[src/rtl/pac_pkg.sv]
`default_nettype none
// ============================================================================
// Module   : pac_pkg
// Purpose  : Direction encodings, screen limits, sprite bounds and FSM states.
// Revision : 1.0
// ============================================================================
package pac_pkg;

  localparam int SCREEN_W = 640;
  localparam int SCREEN_H = 480;

  localparam logic [1:0] DIR_UP    = 2'd0;
  localparam logic [1:0] DIR_DOWN  = 2'd1;
  localparam logic [1:0] DIR_LEFT  = 2'd2;
  localparam logic [1:0] DIR_RIGHT = 2'd3;

  typedef enum logic {
    ST_STOP = 1'b0,
    ST_MOVE = 1'b1
  } pac_state_e;

  function automatic int half_ext(input int scale);
    return 8 * scale;
  endfunction

  // Centre limits that keep the whole sprite on screen
  function automatic int x_min(input int scale);
    return half_ext(scale) - 1;
  endfunction

  function automatic int x_max(input int scale);
    return SCREEN_W - 1 - half_ext(scale);
  endfunction

  function automatic int y_min(input int scale);
    return half_ext(scale) - 1;
  endfunction

  function automatic int y_max(input int scale);
    return SCREEN_H - 1 - half_ext(scale);
  endfunction

endpackage
`default_nettype wire

[src/rtl/pac_anim_counter.sv]
`default_nettype none
// ============================================================================
// Module   : pac_anim_counter
// Purpose  : Divides position-changing ticks down to an animation frame index.
// Revision : 1.0
// ============================================================================
module pac_anim_counter #(
  parameter int ANIM_DIV   = 4,
  parameter int NUM_FRAMES = 8
) (
  input  logic       clk,
  input  logic       rst,
  input  logic       step,
  output logic [2:0] pac_Frame
);

  localparam int CW = (ANIM_DIV > 1) ? $clog2(ANIM_DIV) : 1;

  logic [CW-1:0] div_q, div_d;
  logic [2:0]    frame_q, frame_d;

  always_comb begin
    div_d   = div_q;
    frame_d = frame_q;
    if (step) begin
      if (div_q == CW'(ANIM_DIV - 1)) begin
        div_d   = '0;
        frame_d = (frame_q == 3'(NUM_FRAMES - 1)) ? 3'd0 : frame_q + 3'd1;
      end else begin
        div_d = div_q + CW'(1);
      end
    end
  end

  always_ff @(posedge clk) begin
    if (rst) begin
      div_q   <= '0;
      frame_q <= 3'd0;
    end else begin
      div_q   <= div_d;
      frame_q <= frame_d;
    end
  end

  assign pac_Frame = frame_q;

endmodule
`default_nettype wire

[src/rtl/pac_motion.sv]
`default_nettype none
// ============================================================================
// Module   : pac_motion
// Purpose  : Per-frame Pacman position/direction/animation update from buttons.
//            Define PAC_WRAP_EN for a horizontal tunnel instead of clamping.
// Revision : 1.0
// ============================================================================
module pac_motion
  import pac_pkg::*;
#(
  parameter int         SPRITE_SCALE = 2,
  parameter logic [1:0] UP           = DIR_UP,
  parameter logic [1:0] DOWN         = DIR_DOWN,
  parameter logic [1:0] LEFT         = DIR_LEFT,
  parameter logic [1:0] RIGHT        = DIR_RIGHT,
  parameter int         X_START      = 320,
  parameter int         Y_START      = 240,
  parameter int         SPEED        = 2,
  parameter int         ANIM_DIV     = 4,
  parameter int         NUM_FRAMES   = 8
) (
  input  logic               clk,
  input  logic               rst,
  input  logic               frame_tick,
  input  logic               btn_up,
  input  logic               btn_down,
  input  logic               btn_left,
  input  logic               btn_right,
  output logic signed [10:0] x_Pac,
  output logic signed [10:0] y_Pac,
  output logic [1:0]         pac_Direction,
  output logic [2:0]         pac_Frame,
  output logic               moving
);

  localparam logic signed [11:0] X_MIN = 12'(x_min(SPRITE_SCALE));
  localparam logic signed [11:0] X_MAX = 12'(x_max(SPRITE_SCALE));
  localparam logic signed [11:0] Y_MIN = 12'(y_min(SPRITE_SCALE));
  localparam logic signed [11:0] Y_MAX = 12'(y_max(SPRITE_SCALE));
  localparam logic signed [11:0] SPD   = 12'(SPEED);

  pac_state_e        state_q, state_d;
  logic signed [10:0] x_q, x_d, y_q, y_d;
  logic [1:0]        dir_q, dir_d;
  logic [1:0]        req_dir_q, req_dir_d;
  logic              req_vld_q, req_vld_d;

  logic              btn_any, eff_vld, step;
  logic [1:0]        btn_dir, eff_dir, mv_dir;
  logic signed [11:0] x12, y12, nx, ny;

  always_comb begin
    btn_any = btn_up | btn_down | btn_left | btn_right;
    if (btn_up)        btn_dir = UP;
    else if (btn_down) btn_dir = DOWN;
    else if (btn_left) btn_dir = LEFT;
    else               btn_dir = RIGHT;

    // Live buttons in the tick cycle take precedence over the buffered press
    eff_vld = btn_any | req_vld_q;
    eff_dir = btn_any ? btn_dir : req_dir_q;
    mv_dir  = eff_vld ? eff_dir : dir_q;

    req_vld_d = req_vld_q;
    req_dir_d = req_dir_q;
    if (frame_tick) begin
      req_vld_d = 1'b0;
    end else if (btn_any) begin
      req_vld_d = 1'b1;
      req_dir_d = btn_dir;
    end

    x12 = {x_q[10], x_q};
    y12 = {y_q[10], y_q};
    nx  = x12;
    ny  = y12;
    if (mv_dir == UP)        ny = y12 - SPD;
    else if (mv_dir == DOWN) ny = y12 + SPD;
    else if (mv_dir == LEFT) nx = x12 - SPD;
    else                     nx = x12 + SPD;

    state_d = state_q;
    x_d     = x_q;
    y_d     = y_q;
    dir_d   = dir_q;
    if (frame_tick && (state_q == ST_MOVE || eff_vld)) begin
      dir_d   = mv_dir;
      state_d = ST_MOVE;
      x_d     = nx[10:0];
      y_d     = ny[10:0];
`ifdef PAC_WRAP_EN
      if (nx < X_MIN) x_d = X_MAX[10:0];
      else if (nx > X_MAX) x_d = X_MIN[10:0];
`else
      if (nx < X_MIN) begin
        x_d     = X_MIN[10:0];
        state_d = ST_STOP;
      end else if (nx > X_MAX) begin
        x_d     = X_MAX[10:0];
        state_d = ST_STOP;
      end
`endif
      if (ny < Y_MIN) begin
        y_d     = Y_MIN[10:0];
        state_d = ST_STOP;
      end else if (ny > Y_MAX) begin
        y_d     = Y_MAX[10:0];
        state_d = ST_STOP;
      end
    end

    step = frame_tick & ((x_d != x_q) | (y_d != y_q));
  end

  always_ff @(posedge clk) begin
    if (rst) begin
      state_q   <= ST_STOP;
      x_q       <= 11'(X_START);
      y_q       <= 11'(Y_START);
      dir_q     <= RIGHT;
      req_dir_q <= RIGHT;
      req_vld_q <= 1'b0;
    end else begin
      state_q   <= state_d;
      x_q       <= x_d;
      y_q       <= y_d;
      dir_q     <= dir_d;
      req_dir_q <= req_dir_d;
      req_vld_q <= req_vld_d;
    end
  end

  pac_anim_counter #(
    .ANIM_DIV   (ANIM_DIV),
    .NUM_FRAMES (NUM_FRAMES)
  ) u_anim (
    .clk       (clk),
    .rst       (rst),
    .step      (step),
    .pac_Frame (pac_Frame)
  );

  assign x_Pac         = x_q;
  assign y_Pac         = y_q;
  assign pac_Direction = dir_q;
  assign moving        = (state_q == ST_MOVE);

endmodule
`default_nettype wire

[config.mk]
export PLATFORM = sky130hd
export DESIGN_NAME = pac_motion
export DESIGN_NICKNAME = d
export VERILOG_FILES = /design/src/rtl/pac_pkg.sv /design/src/rtl/pac_anim_counter.sv /design/src/rtl/pac_motion.sv
export SDC_FILE = /design/constraint.sdc
export NUM_CORES = 1
export LEC_CHECK = 0
export ABC_CLOCK_PERIOD_IN_PS = 6000
export BUFFER_PORTS_ARGS = -buffer_cell sky130_fd_sc_hd__buf_2
export CAP_MARGIN = 20
export CORE_MARGIN = 4
export CORE_UTILIZATION = 56
export DETAILED_ROUTE_END_ITERATION = 6
export PLACE_DENSITY = 0.83
export SYNTH_ARGS = -nofsm -noshare
export SYNTH_HDL_FRONTEND = slang
export SYNTH_HIERARCHICAL = 1
export SYNTH_SLANG_ARGS = --single-unit
[constraint.sdc]
create_clock -name clk -period 6 [get_ports clk]
set_input_delay 0.6 -clock clk [delete_from_list [all_inputs] [get_ports clk]]
set_output_delay 0.6 -clock clk [all_outputs]
set_load 0.005 [all_outputs]
After elaboration in Yosys (flattened, before gate mapping) --
Cells that the tools add are included.
Word-level totals: bits in registers 33, latch bits 0, RAM bits 0, memory bits (read-only) 0, input bits 7, output and inout bits 28, word-level logic and storage cells 57, memories kept 0
Cells by class: add/subtract/negate cells 6, multipliers 0, divide/modulo/power cells 0, order comparisons 4, equality and inequality tests 6, shift operators 0, muxes and demuxes 22, bitwise operators 6, reduce and logical (&&, ||, !) cells 5
Operator list (count):
- 2-to-1 mux 11 bit | 6
- 2-to-1 mux 12 bit | 5
- adder 11 x 3 -> 12 bit (second input constant) | 2
- less-than comparator 12 x 5 -> 1 bit (second input constant) | 2
- subtractor 11 x 3 -> 12 bit (second input constant) | 2
- != test 11 bit | 2
- greater-than comparator 12 x 10 -> 1 bit (second input constant) | 1
- greater-than comparator 12 x 11 -> 1 bit (second input constant) | 1
- 2-to-1 mux 2 bit | 5
- 2-to-1 mux 1 bit | 5
- bitwise OR 1 bit | 5
- == test 2 bit (second input constant) | 2
- adder 3 x 1 -> 3 bit (second input constant) | 1
- == test 3 bit (second input constant) | 1
- 2-to-1 mux 3 bit | 1
- adder 2 x 1 -> 2 bit (second input constant) | 1
- == test 2 x 1 -> 1 bit (second input constant) | 1
- logical NOT 2 bit | 1
- AND reduction 2 bit | 1
- OR reduction 2 bit | 1
- bitwise AND 1 bit | 1
- logical AND 1 bit | 1
- logical OR 1 bit | 1

Depth between registers and ports, before layout --
Gate-level depths: netlist of the first run.
depth in word-level cells 17, mapped depth 20, depth with buffers taken out 18

Hierarchy --
The synthesis of the first run kept the hierarchy.
Modules (own cells, without submodules):
- pac_motion | instances 1, cells each 378, area an instance 2781.4 µm², seq. area each 560.5 µm²
- pac_anim_counter | instances 1, cells each 23, area an instance 256.5 µm², seq. area each 100.1 µm²

Worst setup path after synthesis of the first run --
OpenSTA, ideal clock, no wires.
path kind in2reg, start input port btn_right, end register u_anim.div_q[0], setup time 66 ps, arrival 5039 ps, required time 5934 ps, setup slack 895 ps, stages 19, buffers on the path 2, cell sequence clkbuf_2 or4_4 o211a_1 nor2_1 nand2_1 inv_1 ha_1 xor2_1 or4b_2 a31oi_1 a2111oi_2 a221oi_1 a221o_1 a2111oi_2 and4_1 o211ai_1 buf_6 or3b_1 a21oi_2
Between the ends: longest elaborated chain between the ends 14, elaborated cells on any way between the ends 28, classes of those cells order compare (4); eq/ne (4); mux (13); bitwise (4); reduce/logical (3)
Ends and longest elaborated chain:
- start: declaration | RTL line pac_motion.sv:28 | input logic btn_right,
- bitwise OR 1 bit * | RTL line pac_motion.sv:53 | btn_any = btn_up | btn_down | btn_left | btn_right;
- 2-to-1 mux 2 bit or bitwise OR 1 bit (tied branches)
- 2-to-1 mux 2 bit | RTL line pac_motion.sv:62 | mv_dir = eff_vld ? eff_dir : dir_q;
- == test 2 bit | RTL line pac_motion.sv:79 | else if (mv_dir == LEFT) nx = x12 - SPD;
- 2-to-1 mux 12 bit | RTL line pac_motion.sv:79
- 2-to-1 mux 12 bit | RTL line pac_motion.sv:78 | else if (mv_dir == DOWN) ny = y12 + SPD;
- 2-to-1 mux 12 bit | RTL line pac_motion.sv:77 | if (mv_dir == UP) ny = y12 - SPD;
- greater-than comparator 12 x 11 -> 1 bit | RTL line pac_motion.sv:98 | end else if (nx > X_MAX) begin
- 2-to-1 mux 11 bit | RTL line pac_motion.sv:98
- 2-to-1 mux 11 bit | RTL line pac_motion.sv:95 | if (nx < X_MIN) begin
- 2-to-1 mux 11 bit | RTL line pac_motion.sv:86 | if (frame_tick && (state_q == ST_MOVE || eff_vld)) begin
- != test 11 bit | RTL line pac_motion.sv:112 | step = frame_tick & ((x_d != x_q) | (y_d != y_q));
- bitwise OR 1 bit * | RTL line pac_motion.sv:112
- bitwise AND 1 bit * | RTL line pac_motion.sv:112
- net step | RTL line pac_motion.sv:48 | logic btn_any, eff_vld, step;
- end signal: assignment | RTL line pac_anim_counter.sv:40 | div_q <= div_d;
- end: declaration | RTL line pac_anim_counter.sv:19 | logic [CW-1:0] div_q, div_d;
The timed path passes the listed nets; every way through them passes the cells marked *. A chain may end at the register's enable or synchronous reset.

Worst setup path after layout of the first run --
start input port btn_down, end register u_anim.frame_q[0] (netlist: u_anim/pac_Frame[0])
Between the ends: longest elaborated chain between the ends 17, elaborated cells on any way between the ends 33, classes of those cells order compare (4); eq/ne (4); mux (15); bitwise (6); reduce/logical (4)
Ends and longest elaborated chain:
- start: declaration | RTL line pac_motion.sv:26 | input logic btn_down,
- bitwise OR 1 bit (3 in a row) | RTL line pac_motion.sv:53
- 2-to-1 mux 2 bit or bitwise OR 1 bit (tied branches)
- 2-to-1 mux 2 bit | RTL line pac_motion.sv:62
- == test 2 bit | RTL line pac_motion.sv:79
- 2-to-1 mux 12 bit | RTL line pac_motion.sv:79
- 2-to-1 mux 12 bit | RTL line pac_motion.sv:78
- 2-to-1 mux 12 bit | RTL line pac_motion.sv:77
- greater-than comparator 12 x 11 -> 1 bit | RTL line pac_motion.sv:98
- 2-to-1 mux 11 bit | RTL line pac_motion.sv:98
- 2-to-1 mux 11 bit | RTL line pac_motion.sv:95
- 2-to-1 mux 11 bit | RTL line pac_motion.sv:86
- != test 11 bit | RTL line pac_motion.sv:112
- bitwise OR 1 bit * | RTL line pac_motion.sv:112
- bitwise AND 1 bit * | RTL line pac_motion.sv:112
- net step | RTL line pac_motion.sv:48
- AND reduction 2 bit (no line) *
- end signal: assignment | RTL line pac_anim_counter.sv:41 | frame_q <= frame_d;
- end: declaration | RTL line pac_anim_counter.sv:20 | logic [2:0] frame_q, frame_d;
Marked as above.

==> results.txt, run 1 <==
The number of clock sinks came out at 33. In this run the core area contains 26 standard-cell rows. The final number of max-transition violations is 0. The source of the worst register-to-register timing path is req_vld_q. The pre-CTS worst setup slack is 0.256 ns.

The number of DRC violations after detailed routing came out at 0. The largest fanout of any net on the critical path is 9. The final hold violation count was 0. On the final layout, the worst clock skew is 0.00872 ns.

For this run, asynchronously set or reset flops after synthesis account for 0%. By startpoint and endpoint, the worst setup path is classified as in2reg. The worst-case hold slack is 0.514 ns. Internal power comes to 0.428 mW. Along the worst hold path, the cell count comes to 2. The total congestion overflow is 0. After clock tree synthesis, the clock-pin slew on the worst setup and hold paths is 0.06 ns. The worst endpoint data arrival time came out at 5.79 ns. Entering global routing, the biggest net connects 34 pins. The area growth from synthesis to layout came out at 10.6%.

The first-pass GRT wire length came out at 15,000 µm. The starting density of the core came out at 58.7%. In the final routed layout, each cell accounts on average for 18.1 µm. The number of buffers inserted during clock tree synthesis came out at 5. The library cells used most frequently in the layout, excluding fill and tap cells, are sky130_fd_sc_hd__nor2_1, sky130_fd_sc_hd__buf_2, sky130_fd_sc_hd__dfxtp_1.

TritonCTS built the clock tree. The area enclosed by the die boundary came out at 6670 µm². The number of antenna violations at the first check in global routing is 0. The summed instance area of the synthesized netlist is 3040 µm².

The synthesis warning total is 6. The setup TNS came out at 0 ns. The final critical path takes up 92.9% of the cycle. For this run, the slowest stage of the critical path takes 0.54 ns.

The family of cells with the greatest summed delay on the critical path is compound AO/OA/AOI/OAI gates. The total routed wirelength came out at 9070 µm. The fraction of the yosys area taken by sequential cells is 21.7%. The reported leakage power is 1.36 nW. The clock network fraction of design power is 24.8%. The final total power is 0.684 mW. The synthesized netlist net count is 423.

For this block, the initial DRC count from the detailed router was 397. The clock insertion delay at the later pin of the skew report is 0.29 ns. The library cell used most frequently in the layout, excluding fill and tap cells, is sky130_fd_sc_hd__nor2_1. The shortest period the worst path allows is 5.58 ns.

The top-level I/O count is 35. The average cell area after synthesis is 7.58 µm². After clock tree synthesis, the repair step resized 0 gates.

The setup slack of the most critical reg-to-reg path is 0.44 ns. The endpoint identified for the worst register-to-register timing path is u_anim/pac_Frame[0]. The required arrival time at the worst endpoint is 6.21 ns. The floorplan die width came out at 81.7 µm. The run finished with clean final reports. Walking the worst path, the cells encountered are buf_2 > or4_4 > o211a_1 > nor2_1 > nand2_1 > inv_1 > ha_1 > a211oi_1 > nor2_1 > xnor2_1 > a31oi_1 > a2111oi_2 > a221oi_1 > buf_4 > a221o_1 > a2111oi_2 > and4_1 > o211ai_1 > buf_4 > a21bo_2 > a21oi_1.

From bottom edge to top edge, the die measures 81.7 µm. The distinct cell type count of the synthesized netlist came out at 74. The switching share of power came out at 37.4%. Setup violations remaining at the end of the flow were counted as 0. The detailed router placed 3,495 vias in this run. Post-CTS timing repair inserted 0 buffers for setup. The number of maximum-capacitance constraint violations is 0. At the pin with the least slew margin, the transition time is 0.952 ns. The share of total power in sequential cells is 39.1%.

The maximum root-to-sink buffer count came out at 2. The worst-case vdd ir drop came out at 0.169 mV. The total number of nets in the final design is 454.

The switching power summed over all nets is 0.256 mW. The worst setup path is launched from an input port. Global routing used 28.3% of the available tracks.

The wire-length estimate of the detail-placed layout is 6770 µm. The buffer and inverter count on the worst path came out at 4. The via-per-instance ratio came out at 6.96. The post-detailed-route count of antenna-violating nets is 0. The slack of the critical path is 0.424 ns. In this run the most critical hold path is launched from u_anim/div_q[1]. The routability congestion estimate came out at 1.04. The path with the worst hold slack has its endpoint at u_anim/div_q[1]. Counting cells, the worst reg-to-reg path comes to 20. The type of element capturing the critical path is a flop. The power per standard cell area is 204 nW/µm². The proportion of power drawn by combinational gates is 36.2%.

The worst relative slew slack is 36.6%. Timing would allow up to 179 MHz. The primary flip-flop cell chosen by synthesis mapping is sky130_fd_sc_hd__dfxtp_1.

In the final layout, the share of cells above drive strength 1 is 16.4%. For this run, the detailed router's first-pass iteration total came to 6. The clock tree root buffer cell is sky130_fd_sc_hd__clkbuf_8. The via count of the first global-routing pass came out at 3,092. The number of antenna diodes came out at 0. Setup repair after global routing left no endpoint under its margin. The min-delay analysis places its worst path in the category reg2reg. Counting flops with a built-in enable in the synthesized netlist gives 0. The total of buffers placed on input and output ports is 34. The quantity of hold-fixing buffers added after cts is 0.

Counting every instance in the synthesized netlist gives 401. The CTS H-tree depth is 2. The placeable core area is 5170 µm². The cell with the largest stage delay on the worst path is sky130_fd_sc_hd__or4_4. The share of the core filled with cells in the final layout came out at 64.9%. The synthesis-stage register bit count is 33.
registers in the layout (all words and copies together), names as in the netlist:
signal	flops
x_Pac	11
y_Pac	11
u_anim/pac_Frame	3
pac_Direction	2
req_dir_q	2
u_anim/div_q	2
moving	1
req_vld_q	1
power by group through the flow:
| stage | Combinational (mW) | Sequential (mW) | Clock, mW |
|---|---|---|---|
| 6_report | 0.247 | 0.267 | 0.169 |
| 3_3_place_gp | 0.236 | 0.270 | 0 |
| 5_1_grt | 0.272 | 0.270 | 0.187 |
| 4_1_cts | 0.240 | 0.266 | 0.172 |
| 2_1_floorplan | 0.180 | 0.260 | 0 |
| 3_5_place_dp | 0.239 | 0.271 | 0 |
worst max-delay path by stage:
stage	startpoint	end	cells after the start
after floorplan	btn_right	u_anim/div_q[0]	19
after global placement	btn_down	u_anim/pac_Frame[2]	21
after detailed placement	btn_down	u_anim/pac_Frame[0]	21
after CTS	btn_down	u_anim/pac_Frame[0]	21
after global routing	req_vld_q	u_anim/pac_Frame[2]	20
final	btn_down	u_anim/pac_Frame[0]	21
routing by layer:
layer  up-vias  share of wire, %  global-route usage, %
met5         -                 0                      0
met4         0               1.4                   7.14
met1      1620                43                   40.4
met3        17                11                   5.92
li1       1623                 -                      -
met2       235                44                   43.1
cells by family (layout without fill, tap and decap cells):
family,count (synthesis),count (layout),synth area share [%]
AO/OA/AOI/OAI,150,150,36.5
XOR/XNOR,12,12,3.46
adder cells (fa/ha/maj),15,15,6.43
buffers and inverters,39,70,5.23
flip-flops,33,33,21.7
multiplexers,4,4,1.40
AND/OR/NAND/NOR,148,148,25.3
per-stage QoR:
stage	cell area [µm²]	std cells
after floorplan	3040	401
after global placement	3270	495
after detailed placement	3270	495
after CTS	3360	502
after global routing	3360	502
final	3360	502
cell type report:
cell class	count	area (µm²)
clock buffer	7	86.3
multi-input combinational	329	2220
timing repair buffer	40	215
sequential	33	661
fill	446	1810
inverter	23	86.3
tap	70	87.6
synth_stat cells (4+ instances only):
master	number	share of area (%)
sky130_fd_sc_hd__nor2_1	39	4.8
sky130_fd_sc_hd__dfxtp_1	33	22
sky130_fd_sc_hd__nand2_1	32	4.0
sky130_fd_sc_hd__a21oi_1	30	4.9
sky130_fd_sc_hd__inv_1	22	2.7
sky130_fd_sc_hd__o21ai_0	18	3.0
sky130_fd_sc_hd__nor3_1	17	2.8
sky130_fd_sc_hd__ha_1	14	5.8
sky130_fd_sc_hd__clkbuf_1	11	1.4
sky130_fd_sc_hd__a31oi_1	10	2.1
sky130_fd_sc_hd__nand3_1	10	1.6
sky130_fd_sc_hd__a221oi_1	9	2.6
sky130_fd_sc_hd__o211ai_1	8	2.0
sky130_fd_sc_hd__o221ai_1	7	2.0
sky130_fd_sc_hd__xnor2_1	7	2.0
sky130_fd_sc_hd__a22oi_1	6	1.5
sky130_fd_sc_hd__nand2b_1	6	1.2
sky130_fd_sc_hd__a211o_1	5	1.4
sky130_fd_sc_hd__and2_1	5	1.0
sky130_fd_sc_hd__nor4_1	5	1.0
sky130_fd_sc_hd__or3_1	5	1.0
sky130_fd_sc_hd__xor2_1	5	1.4
sky130_fd_sc_hd__a211oi_1	4	0.99
sky130_fd_sc_hd__a221o_1	4	1.3
sky130_fd_sc_hd__or2_2	4	0.82
worst reg2reg max path, delay by kind of cell, from the launching register on:
family	cells	cell delay, ns
AO/OA/AOI/OAI	10	2.42
AND/OR/NAND/NOR	5	1.32
buffers and inverters	3	0.68
flip-flops	1	0.40
XOR/XNOR	1	0.38
adder cells (fa/ha/maj)	1	0.30
Power figures use the tool's default switching activity.
==> run 2: changes to the inputs <==
--- a/config.mk
+++ b/config.mk
@@ -8,10 +8,12 @@
 export ABC_CLOCK_PERIOD_IN_PS = 6000
 export BUFFER_PORTS_ARGS = -buffer_cell sky130_fd_sc_hd__buf_2
 export CAP_MARGIN = 20
+export CELL_PAD_IN_SITES_DETAIL_PLACEMENT = 1
+export CELL_PAD_IN_SITES_GLOBAL_PLACEMENT = 2
 export CORE_MARGIN = 4
-export CORE_UTILIZATION = 56
+export CORE_UTILIZATION = 34
 export DETAILED_ROUTE_END_ITERATION = 6
-export PLACE_DENSITY = 0.83
+export PLACE_DENSITY = 0.86
 export SYNTH_ARGS = -nofsm -noshare
 export SYNTH_HDL_FRONTEND = slang
 export SYNTH_HIERARCHICAL = 1
==> results.txt, run 2 (synthesis results as in run 1) <==
The flow ran to the end, and the final reports show no timing, DRC or antenna violations. The number of maximum-capacitance constraint violations is 0 (unchanged). Setup repair after global routing left no endpoint under its margin.

The proportion of layout cells with a drive suffix above 1 is 17.6% (+1.2 points). The worst-case vdd ir drop is 0.103 mV (-39%). The final hold violation count is 0 (unchanged). The post-route met1 wirelength is 5030 µm (+27%).

The clock transition time at the flip-flop clock pins of the worst setup and hold paths came out at 0.08 ns (+0.02 ns). The area enclosed by the die boundary is 10,500 µm² (+58%). The reported leakage power came to 1.39 nW (+2.2%). The count of cells resized by post-cts repair came out at 0 (unchanged). The number of clock sinks came out at 33 (unchanged). The total number of nets in the final design is 458 (+0.88%). The CTS H-tree depth came out at 2 (unchanged). The sum of met2 wire segment lengths after detailed routing came out at 4960 µm (+25%).

The post-detailed-route count of antenna-violating nets came out at 0 (unchanged). The global-route usage over all layers is 20.6% (-7.7 points). The floorplan die width was 103 µm (+26%).

The top-level I/O count is 35 (unchanged). The iteration-0 DRC count of the detailed router was 139 (-65%). The worst setup path is of the in2reg kind.

The buffer count from post-CTS setup fixing came to 0 (unchanged). The clock insertion delay at the later pin of the skew report is 0.30 ns (about the same). The peak clock frequency supported by timing is 181 MHz (+1.2%).

The top cell types in the final layout, fill and taps aside, are sky130_fd_sc_hd__nor2_1, sky130_fd_sc_hd__buf_2, sky130_fd_sc_hd__dfxtp_1. The number of antenna diodes is 0 (unchanged). The required arrival time at the worst endpoint came to 6.23 ns (+0.02 ns). The number of DRC violations after detailed routing is 0 (unchanged). The number of buffers inserted during clock tree synthesis came out at 5 (unchanged). The worst-case hold slack is 0.515 ns (+0.00110 ns). The via count of the first global-routing pass is 3,318 (+7.3%). The setup-violating endpoint count in the final report came to 0 (unchanged).

The first-pass GRT wire length came to 17,300 µm (+15%). The first-pass detailed-route iteration total came to 4 (-2). The post-detailed-placement half-perimeter wirelength is 8160 µm (+20%). The area growth from synthesis to layout is 14.1%. The clock tree from TritonCTS is yes. STA classifies the critical path endpoint as a flop.

The total of buffers placed on input and output ports is 34 (unchanged). STA classifies the critical path startpoint as an input port. The measured slew at the worst slew-check pin is 1.06 ns (+0.107 ns). The power per standard cell area came out at 214 nW/µm² (+4.9%).

The total routed wirelength came out at 10,600 µm (+17%). CTS placed an instance of sky130_fd_sc_hd__clkbuf_8 at the clock tree root. The maximum root-to-sink buffer count came to 2 (unchanged). The highest metal layer with signal wires is met4.

The signal on the critical path passes through buf_2 > or4_4 > o211a_1 > nor2_1 > nand2_1 > inv_1 > ha_1 > nor2_1 > a211oi_1 > o21ai_1 > xnor2_1 > a2111oi_2 > a221oi_1 > buf_4 > a221o_1 > a2111oi_2 > and4_1 > o211ai_1 > buf_4 > a21bo_2 > a21oi_1. The placeable core area is 8720 µm² (+69%). The cell with the largest stage delay on the worst path is sky130_fd_sc_hd__a2111oi_2.

The height of the chip came out at 103 µm (+26%). The largest fanout of any net on the critical path came to 9 (unchanged). The total length of routed met3 wires came out at 496 µm (-52%). The setup TNS is 0 ns (unchanged). The total congestion overflow is 0 (unchanged). The longest individual stage delay on the worst path came out at 0.55 ns (about the same).

The part of the cycle the worst path needs was 91.9% (-1.1 points). The number of antenna violations at the first check in global routing is 0 (unchanged). The shortest period the worst path allows came out at 5.51 ns (-0.0647 ns). The worst endpoint data arrival time came out at 5.74 ns (-0.05 ns). The maximum number of pins on one net before global-route repair was 34 (unchanged). The count of standard-cell rows came to 34 (+31%). The detailed-route via count is 3,317 (-5.1%). The via-per-instance ratio came out at 6.09 (-13%). The worst min-delay path category is reg2reg. The final number of max-transition violations came out at 0 (unchanged). The worst relative slew slack was 29.4% (-7.1 points). The leading cell type in the layout, fill and taps excluded is sky130_fd_sc_hd__nor2_1.

The worst clock skew on the final layout was 0.0123 ns (+0.00362 ns). The average detailed-routed wire length per instance came out at 19.4 µm (+7.3%). The routability congestion estimate is 0.879 (-16%). The starting density of the core came out at 34.8% (-24 points). The quantity of hold-fixing buffers added after cts came out at 0 (unchanged).
[run 2: changes by cell type in the layout (fill, tap and decap cells not counted), sizes merged]
cell / previous run / this run
clkinvlp: 0 / 1
clkinv: 0 / 1
clkbuf: 7 / 5
bufinv: 0 / 1
buf: 40 / 44
[run 2: routing by layer]
layer	up-vias	GRT usage [%]
met5	-	0
met4	0	4.24
met3	9	2.71
met2	76	34.4
met1	1605	28.3
li1	1627	-
[run 2: final timing paths]
path              depth (start not counted)  slack, ns             endpoint            start
hold reg to reg                           2       0.51      u_anim/div_q[0]  u_anim/div_q[0]
setup / recovery                         21       0.49  u_anim/pac_Frame[0]         btn_down
hold / removal                            2       0.51      u_anim/div_q[0]  u_anim/div_q[0]
setup reg to reg                         20       0.49  u_anim/pac_Frame[0]        req_vld_q
[run 2: area by class of cell]
type | count | area, µm²
inverters | 23 | 86.3
clock inverters | 3 | 46.3
clock buffers | 5 | 68.8
repair buffers | 44 | 245
flip-flops and latches | 33 | 661
fillers | 1084 | 5260
multi-input cells | 329 | 2220
well taps | 108 | 135
[run 2: through the flow]
stage / utilization, % / setup slack [ns] / power, mW / std cells / instance area, µm²
after floorplan: - / 0.895 / 0.440 / 401 / 3040
after global placement: 38.4 / 0.366 / 0.518 / 537 / 3350
after detailed placement: 38.4 / 0.167 / 0.524 / 537 / 3350
after CTS: 39.7 / 0.456 / 0.745 / 545 / 3470
after global routing: 39.7 / 0.133 / 0.787 / 545 / 3470
final: 39.7 / 0.488 / 0.740 / 545 / 3470
[run 2: power by group]
group | internal (mW) | switching [mW] | total [mW]
Combinational | 0.103 | 0.150 | 0.253
Clock | 0.124 | 0.0945 | 0.219
Sequential | 0.237 | 0.0316 | 0.268
[run 2: critical path: cells and delay by family]
kind	cells	cell delay, ns
fa+ha+maj	1	0.29
xor+xnor	1	0.22
simple gates	5	1.20
buf+inv	4	0.83
compound gates	10	2.61
